## src/rtl/puf_response_collector_pkg.sv

```systemverilog
// Shared definitions for the PDL PUF response collector: FSM encoding,
// default geometry and width helpers.
package puf_response_collector_pkg;

  localparam int DEF_RESP_BITS     = 64;
  localparam int DEF_NUM_EVALS     = 15;
  localparam int DEF_SETTLE_CYCLES = 8;

  typedef enum logic [2:0] {
    ST_IDLE   = 3'd0,
    ST_LAUNCH = 3'd1,
    ST_SETTLE = 3'd2,
    ST_SAMPLE = 3'd3,
    ST_DECIDE = 3'd4,
    ST_DONE   = 3'd5
  } state_e;

  function automatic int clog2(input int value);
    int result;
    int rem;
    result = 32'sd0;
    rem    = value - 32'sd1;
    while (rem > 32'sd0) begin
      result = result + 32'sd1;
      rem    = rem >>> 1;
    end
    return result;
  endfunction

  // Counter width for values 0..count-1, never narrower than one bit.
  function automatic int cnt_width(input int count);
    return (count > 32'sd1) ? clog2(count) : 32'sd1;
  endfunction

endpackage

```

## src/rtl/puf_response_collector_voter.sv

```systemverilog
// Accumulates the ones seen across the evaluations of one bit and reports
// the majority vote and whether the evaluations disagreed.
module puf_majority_voter
  import puf_response_collector_pkg::*;
#(
  parameter int NUM_EVALS = DEF_NUM_EVALS
) (
  input  logic clk,
  input  logic reset,
  input  logic clear,
  input  logic sample_en,
  input  logic bit_in,
  output logic vote,
  output logic unstable
);

  localparam int ONES_W = clog2(NUM_EVALS + 1);

  logic [ONES_W-1:0] ones_cnt_r;

  // ones counter: cleared per bit, bumped once per sampled evaluation
  always_ff @(posedge clk) begin
    if (reset) begin
      ones_cnt_r <= ONES_W'(0);
    end else if (clear) begin
      ones_cnt_r <= ONES_W'(0);
    end else if (sample_en) begin
      ones_cnt_r <= ones_cnt_r + ONES_W'(bit_in);
    end else begin
      ones_cnt_r <= ones_cnt_r;
    end
  end

  // vote and stability flag derived purely from the stored count
  always_comb begin
    vote     = (ones_cnt_r > ONES_W'(NUM_EVALS / 2));
    unstable = (ones_cnt_r != ONES_W'(0)) && (ones_cnt_r != ONES_W'(NUM_EVALS));
  end

endmodule

```

## src/rtl/puf_response_collector.sv

```systemverilog
// Launches the PDL lines, samples and majority-votes each response bit, and
// hands the assembled word to the host over a valid/ready handshake.
module puf_response_collector
  import puf_response_collector_pkg::*;
#(
  parameter int RESP_BITS     = DEF_RESP_BITS,
  parameter int NUM_EVALS     = DEF_NUM_EVALS,
  parameter int SETTLE_CYCLES = DEF_SETTLE_CYCLES
) (
  input  logic                              clk,
  input  logic                              reset,
  input  logic                              start,
  output logic                              busy,
  output logic                              puf_trigger,
  input  logic                              xor_response,
  output logic                              challenge_advance,
  output logic [RESP_BITS-1:0]              resp_word,
  output logic [clog2(RESP_BITS+1)-1:0]     unstable_cnt,
  output logic                              resp_valid,
  input  logic                              resp_ready
);

  localparam int BIT_W    = cnt_width(RESP_BITS);
  localparam int EVAL_W   = cnt_width(NUM_EVALS);
  localparam int SETTLE_W = cnt_width(SETTLE_CYCLES);
  localparam int UNST_W   = clog2(RESP_BITS + 1);

  if (RESP_BITS < 1) begin : g_chk_resp_bits
    $error("RESP_BITS must be at least 1");
  end
  if ((NUM_EVALS < 1) || ((NUM_EVALS % 2) == 0)) begin : g_chk_num_evals
    $error("NUM_EVALS must be odd and at least 1");
  end
  if (SETTLE_CYCLES < 1) begin : g_chk_settle
    $error("SETTLE_CYCLES must be at least 1");
  end

  state_e                state_r;
  logic [BIT_W-1:0]      bit_idx_r;
  logic [EVAL_W-1:0]     eval_cnt_r;
  logic [SETTLE_W-1:0]   settle_cnt_r;
  logic [RESP_BITS-1:0]  resp_word_r;
  logic [UNST_W-1:0]     unstable_cnt_r;
  logic                  busy_r;
  logic                  puf_trigger_r;
  logic                  challenge_advance_r;
  logic                  resp_valid_r;
  logic                  voter_clear_s;
  logic                  voter_sample_s;
  logic                  vote_s;
  logic                  unstable_s;

  // voter control: clear on word start and after each decision
  always_comb begin
    voter_clear_s  = 1'b0;
    voter_sample_s = 1'b0;
    case (state_r)
      ST_IDLE:   voter_clear_s  = start;
      ST_SAMPLE: voter_sample_s = 1'b1;
      ST_DECIDE: voter_clear_s  = 1'b1;
      default: begin
        voter_clear_s  = 1'b0;
        voter_sample_s = 1'b0;
      end
    endcase
  end

  puf_majority_voter #(
    .NUM_EVALS (NUM_EVALS)
  ) u_voter (
    .clk       (clk),
    .reset     (reset),
    .clear     (voter_clear_s),
    .sample_en (voter_sample_s),
    .bit_in    (xor_response),
    .vote      (vote_s),
    .unstable  (unstable_s)
  );

  // main FSM; strobes are set on entry so they line up with their state
  always_ff @(posedge clk) begin
    if (reset) begin
      state_r             <= ST_IDLE;
      bit_idx_r           <= BIT_W'(0);
      eval_cnt_r          <= EVAL_W'(0);
      settle_cnt_r        <= SETTLE_W'(0);
      resp_word_r         <= RESP_BITS'(0);
      unstable_cnt_r      <= UNST_W'(0);
      busy_r              <= 1'b0;
      puf_trigger_r       <= 1'b0;
      challenge_advance_r <= 1'b0;
      resp_valid_r        <= 1'b0;
    end else begin
      puf_trigger_r       <= 1'b0;
      challenge_advance_r <= 1'b0;
      case (state_r)
        ST_IDLE: begin
          if (start) begin
            state_r        <= ST_LAUNCH;
            busy_r         <= 1'b1;
            puf_trigger_r  <= 1'b1;
            resp_word_r    <= RESP_BITS'(0);
            unstable_cnt_r <= UNST_W'(0);
            bit_idx_r      <= BIT_W'(0);
            eval_cnt_r     <= EVAL_W'(0);
          end
        end
        ST_LAUNCH: begin
          state_r      <= ST_SETTLE;
          settle_cnt_r <= SETTLE_W'(0);
        end
        ST_SETTLE: begin
          if (settle_cnt_r == SETTLE_W'(SETTLE_CYCLES - 1)) begin
            state_r <= ST_SAMPLE;
          end else begin
            settle_cnt_r <= settle_cnt_r + SETTLE_W'(1);
          end
        end
        ST_SAMPLE: begin
          if (eval_cnt_r == EVAL_W'(NUM_EVALS - 1)) begin
            state_r             <= ST_DECIDE;
            challenge_advance_r <= 1'b1;
          end else begin
            eval_cnt_r    <= eval_cnt_r + EVAL_W'(1);
            state_r       <= ST_LAUNCH;
            puf_trigger_r <= 1'b1;
          end
        end
        ST_DECIDE: begin
          resp_word_r[bit_idx_r] <= vote_s;
          if (unstable_s) begin
            unstable_cnt_r <= unstable_cnt_r + UNST_W'(1);
          end
          eval_cnt_r <= EVAL_W'(0);
          if (bit_idx_r == BIT_W'(RESP_BITS - 1)) begin
            state_r      <= ST_DONE;
            resp_valid_r <= 1'b1;
          end else begin
            bit_idx_r     <= bit_idx_r + BIT_W'(1);
            state_r       <= ST_LAUNCH;
            puf_trigger_r <= 1'b1;
          end
        end
        ST_DONE: begin
          if (resp_ready) begin
            state_r      <= ST_IDLE;
            resp_valid_r <= 1'b0;
            busy_r       <= 1'b0;
          end
        end
        default: begin
          state_r      <= ST_IDLE;
          busy_r       <= 1'b0;
          resp_valid_r <= 1'b0;
        end
      endcase
    end
  end

  assign busy              = busy_r;
  assign puf_trigger       = puf_trigger_r;
  assign challenge_advance = challenge_advance_r;
  assign resp_word         = resp_word_r;
  assign unstable_cnt      = unstable_cnt_r;
  assign resp_valid        = resp_valid_r;

endmodule

```

## config.mk

```make
export PLATFORM = sky130hd
export DESIGN_NAME = puf_response_collector
export DESIGN_NICKNAME = d
export VERILOG_FILES = /design/src/rtl/puf_response_collector_pkg.sv /design/src/rtl/puf_response_collector_voter.sv /design/src/rtl/puf_response_collector.sv
export SDC_FILE = /design/constraint.sdc
export NUM_CORES = 1
export LEC_CHECK = 0
export BUFFER_PORTS_ARGS = -buffer_cell sky130_fd_sc_hd__buf_2
export CORE_UTILIZATION = 45
export CTS_BUF_LIST = sky130_fd_sc_hd__clkbuf_4
export CTS_CLUSTER_SIZE = 10
export DETAILED_ROUTE_END_ITERATION = 6
export GPL_TIMING_DRIVEN = 0
export PLACE_DENSITY = 0.69
export SETUP_SLACK_MARGIN = 0.02
export SLEW_MARGIN = 0
export SYNTH_ARGS = -nofsm -noshare
export SYNTH_HDL_FRONTEND = slang
export SYNTH_SLANG_ARGS = --single-unit
```

## constraint.sdc

```tcl
create_clock -name clk -period 1.77 [get_ports clk]
set_clock_uncertainty 0.2 [all_clocks]
set_input_delay 0.2655 -clock clk [delete_from_list [all_inputs] [get_ports clk]]
set_output_delay 0.2655 -clock clk [all_outputs]
set_load 0.02 [all_outputs]
```

# After elaboration in Yosys (flattened, before gate mapping)
# Index checks and enable logic that the tools add are counted.
# word_totals
rom_bits,0
regBits,95
ram_bits,0
latchBits,0
mem_count,0
wordCells,92
# classes
mul,0
addsub,5
n_reduce_logical,19
magnitude_cmp,3
div,0
shifts,0
eq_ne,17
muxes,34
n_bitwise,3
# ops
op,count
case mux 64 bit (2 select lines),1
bitwise mux 64 bit,1
two-way mux 64 bit,1
two-way mux 3 bit,6
case mux 3 bit (6 select lines),1
AND reduction 3 bit,6
two-way mux 7 bit,2
"!= test 2 bit, second input constant",7
case mux 7 bit (2 select lines),1
two-way mux 6 bit,2
case mux 4 bit (3 select lines),1
case mux 6 bit (2 select lines),1
"equality test 3 bit, second input constant",3
two-way mux 1 bit,9
case mux 1 bit (3 select lines),3
two-way mux 4 bit,2
OR reduction 4 bit,2
"adder 7 x 1 -> 7 bit, second input constant",1
"less-than comparator 6 x 7 -> 1 bit, second input constant",1
"adder 6 x 1 -> 6 bit, second input constant",1
demux 1 bit (select 6 bit),1
"equality test 3 x 2 -> 1 bit, second input constant",2
"equality test 6 bit, second input constant",1
"greater-or-equal comparator 6 x 1 -> 1 bit, second input constant",1
18 further kinds,24

# Depth between registers and ports, before layout
# logic_depth
word_depth,6
ltp_mapped,6

# Cells and area by module
# From an unflattened synthesis, not the netlist that was laid out.
# unflattened
hier_cells,443
hier_area_um2,4108.9
# modules_own_cells
mod,area_each_um2,cells_per_inst,n_inst
puf_response_collector,3895.0,421,1
puf_majority_voter,214.0,22,1

# Worst setup path before layout
# Ideal clock, no wire load.
# synth_timing
path_type,register to register
start,register state_r[0]
end,"register resp_word_r[18], in the netlist resp_word[18]"
slack_ns,-0.051
stages_incl_launch_ff,7
t_arrival_ns,1.489
t_required_ns,1.438
path_cell_list,dfxtp_1 buf_6 or3b_1 buf_2 nor4b_4 nand2_1 mux2i_1
# synth_via
elab_chain_cells,3
# synth_lines
item,line,text
from (decl),puf_response_collector.sv:38,state_e state_r;
from (signal assigned),puf_response_collector.sv:83,state_r <= ST_IDLE;
from (signal assigned),puf_response_collector.sv:99,state_r <= ST_LAUNCH;
from (signal assigned),puf_response_collector.sv:109,state_r <= ST_SETTLE;
equality test 3 bit or logical NOT 3 bit (tied branches),puf_response_collector.sv:96,case (state_r)
nonzero test 2 bit (no source line) or != test 2 bit (tied branches),n/a,
AND reduction 2 bit (no source line),n/a,
"to (signal, indexed assignment)",puf_response_collector.sv:130,resp_word_r[bit_idx_r] <= vote_s;
to (decl),puf_response_collector.sv:42,logic [RESP_BITS-1:0] resp_word_r;
# Several ways; a longest one is shown, not always the timed one.
# A chain may end at the register's enable or synchronous reset.

# Worst setup path in the final report
# layout_timing
start,register state_r[0]
end,"register resp_word_r[58], in the netlist resp_word[58]"
# The elaborated chain is that of the path after synthesis.

==> impl_metrics.csv <==
group,metric,value,unit
yosys,yosysWarningCount,0,
final_layout,finalInstanceArea,0.00556,sq mm
yosys,syn-num-nets,510,
timing,tightestPinTransition,0.603,ns
final_layout,diodes,0,
yosys,yosys_most_used_dff,"dfxtp_1",
final_layout,area_growth,28.8,%
timing,period_share,105,%
clocking,cts_root_buffer,"clkbuf_4",
timing,final_max_slew_viol_count,0,
placed_design,gp_congestion,0.831,
clocking,insertion_delay,0.45,ns
floorplanning,core-area,0.00928,sq mm
final_layout,fillers,844,
timing,rsz0062_at_grt,"yes",
floorplanning,core.rowCount,35,
global_routing,grt_antenna_before_repair,0,
yosys,synthCells,497,
setup_path,rrSetupSlack,-0.09,ns
timing,slew_headroom,59.8,%
final_layout,mostFrequentLayoutCell,"dfxtp_1",
final_layout,final_util,59.9,%
drt,wl_per_cell,15.6,um
placed_design,dp.cells,705,
drt,wirelength,11600,um
global_routing,grt_max_degree,18,
flow_run,drv_cap,0,
yosys,yosys.area_share.xor_xnor,0.609,%
setup_path,critical_path_arrival,1.98,ns
final_layout,layout.nets,621,
final_layout,fin_cells,742,
yosys,synth_cell_types,47,
yosys,synthMuxAreaShare,8.35,%
clocking,h-tree-depth,3,
hold_path,min_from,"reset",
floorplanning,dieArea,0.00999,sq mm
drt,vias_per_cell,5.55,
drt,drtPass1Iterations,5,
placed_design,dp_hpwl,7550,um
floorplanning,io_pins,80,
clocking,cts_tree,"done",
pwr,p_int,2.64,mW
final_layout,drive_above_1_share,34.6,%
drt,drc,0,
pwr,combPwrFrac,11.6,%
setup_path,critPathMaxFanout,6,
run_status,outcome,"finished, violations left",
timing,final-setup-viol-count,18,
yosys,ys_seq_elements,95,
pwr,leakage,2.39,nW
clocking,cts_made_buffers,9,
clocking,cts_max_path_buffers,2,
pwr,power_frac_clock,29.8,%
yosys,synth_compound_area_share,16.3,%
global_routing,grt_pass1_wl,18100,um
hold_path,hold_path_end,"resp_word[38]$_SDFFE_PP0P_",
drt,via_count,4120,
timing,fin_ws,-0.0878,ns
timing,fmax,538,MHz
timing,hold_viol,0,
yosys,syn_area,0.00432,sq mm
final_layout,final_cell_mix,"dfxtp_1, buf_2, nand2_1",
clocking,cts_sinks,95,
run_status,violations,"setup timing",
setup_path,r2r_end,"resp_word[58]$_SDFFE_PP0P_",
hold_path,min_path_cells,5,
yosys,avgSynthCellArea,8.69,sq um
setup_path,criticalPathCategory,"flip-flop to flip-flop",
floorplanning,start_util,46.5,%
timing,worst_hold_slack,0.102,ns
floorplanning,die_h,100,um
floorplanning,dieWidth,100,um
yosys,synth_seq_area_share,44.0,%
global_routing,grt.total_usage,22.7,%
placed_design,place_area,0.00489,sq mm
drt,first_iter_violations,276,
setup_path,required,1.89,ns
global_routing,gr-total-overflow,0,
setup_path,rr_worst_depth,6,
placed_design,port-buffer-count,79,
pwr,p_switching,1.08,mW
setup_path,worst_setup_path_start_kind,"flip-flop",
pwr,max-vdd-ir-drop,0.271,mV
yosys,synth-simple-area-share,24.2,%
yosys,async_reset_ff_share,0,%
yosys,synth_adder_area_share,2.32,%
hold_path,hp-class,"input port to flip-flop",
setup_path,reg2reg_from,"state_r[0]$_SDFFE_PP0P_",
drt,postRouteAntennaNets,0,
yosys,synth-edff-count,0,
yosys,synth_top_family_by_area,"simple AND/OR/NAND/NOR gates",
pwr,p_per_area,668,mW/mm^2
pwr,power.share.switching,28.9,%
global_routing,grt_pass1_vias,3711,
pwr,power_frac_seq,58.5,%
setup_path,end_kind,"flip-flop",
timing,period_minus_slack,1.86,ns
clocking,path_clk_slew,0.17,ns
==> metal layers <==
| layer | share of wire, % | track usage (%) | vias to the layer above |
|---|---|---|---|
| li1 | - | - | 2021 |
| met1 | 47 | 30.9 | 1965 |
| met2 | 47 | 37.5 | 113 |
| met3 | 4.8 | 2.92 | 21 |
| met4 | 1.7 | 6.79 | 0 |
| met5 | 0 | 0 | - |
==> logic make-up after synthesis <==
group,count (synthesis)
xor+xnor,3
compound gates,108
fa+ha+maj,8
simple gates,204
flops,95
mux,36
buf+inv,43
==> power by group through the flow <==
stage / Sequential (mW) / Combinational [mW] / Clock (mW)
after floorplan: 2.22 / 0.203 / 0
after global placement: 2.22 / 0.280 / 0
after detailed placement: 2.22 / 0.285 / 0
after CTS: 2.18 / 0.350 / 1.11
after global routing: 2.18 / 0.463 / 1.20
final: 2.18 / 0.433 / 1.11
==> synth_stat cells, drive strengths merged, types with 2 or more instances <==
cell type  count  share of area (%)
nor3b          5                1.1
o211ai        30                5.2
nand3b         8                1.4
inv            4               0.35
o21ai          9                1.0
or4            4               0.70
dfxtp         95                 44
a31oi          5               0.72
nand4          7                1.0
nor2b          2               0.29
or2            4               0.58
a21oi         33                3.8
nand4b         2               0.41
nand2b         3               0.43
a22oi          2               0.35
and4           2               0.41
nor3           7               0.81
nand3         24                2.8
and3b          4               0.81
and4b          2               0.46
and3           5               0.72
or3b           2               0.41
nor2          25                2.2
xor2           2               0.41
or3            4               0.58
ha             8                2.3
buf            7               0.99
a2bb2oi        3               0.61
nand2         88                7.7
o31ai         21                3.7
nor4b          2               0.90
mux2i         36                8.3
and2           4               0.58
clkbuf        32                2.8
==> worst max-delay path: stages (launching register included) <==
cell,delay (ns)
dfxtp_4,0.40
or3b_1,0.37
buf_6,0.15
nor4b_4,0.25
buf_6,0.19
nand2_4,0.05
mux2i_1,0.12
==> sequential cells by signal, indices dropped and copies added (netlist names) <==
| register | flops |
|---|---|
| bit_idx_r | 6 |
| busy | 1 |
| challenge_advance | 1 |
| eval_cnt_r | 4 |
| puf_trigger | 1 |
| resp_valid | 1 |
| resp_word | 64 |
| settle_cnt_r | 3 |
| state_r | 3 |
| u_voter.ones_cnt_r | 4 |
| unstable_cnt | 7 |
==> stage by stage <==
step	setup WS [ns]	TNS (ns)	total power, mW
2_1_floorplan	-0.0434	-0.375	2.43
3_3_place_gp	-0.503	-25.73	2.50
3_5_place_dp	-0.484	-27.53	2.50
4_1_cts	-0.120	-0.920	3.64
5_1_grt	-0.134	-1.82	3.84
6_report	-0.0878	-0.818	3.72
==> final cells by class <==
cell class,count,area (sq um),area share (%)
multi-input cells,360,2510,45.1
flip-flops and latches,95,1930,34.6
repair buffers,108,637,11.4
plain buffers,30,190,3.42
well taps,129,161,2.90
clock buffers,9,67.6,1.21
clock inverters,7,56.3,1.01
inverters,4,15.0,0.270
==> what timing repair did <==
| item | in CTS | in global routing |
|---|---|---|
| endpoints found under the setup margin | 87 | 88 |
| resized for setup | 75 | 58 |
| pin swaps | 7 | 15 |
| hold buffers | 2 | 0 |
| setup buffers | 17 | 10 |
| cloned | 0 | 1 |
| endpoints found under the hold margin | 2 | 0 |
==> worst max path at each step <==
stage,start,to
6_report,state_r[0]$_SDFFE_PP0P_,resp_word[58]$_SDFFE_PP0P_
5_1_grt,state_r[0]$_SDFFE_PP0P_,resp_word[58]$_SDFFE_PP0P_
4_1_cts,state_r[2]$_SDFFE_PP0P_,resp_word[58]$_SDFFE_PP0P_
3_5_place_dp,bit_idx_r[3]$_SDFFE_PP0P_,resp_word[23]$_SDFFE_PP0P_
3_3_place_gp,bit_idx_r[3]$_SDFFE_PP0P_,resp_word[17]$_SDFFE_PP0P_
2_1_floorplan,state_r[0]$_SDFFE_PP0P_,resp_word[18]$_SDFFE_PP0P_
Note: power is estimated with default switching activity, not from simulation.
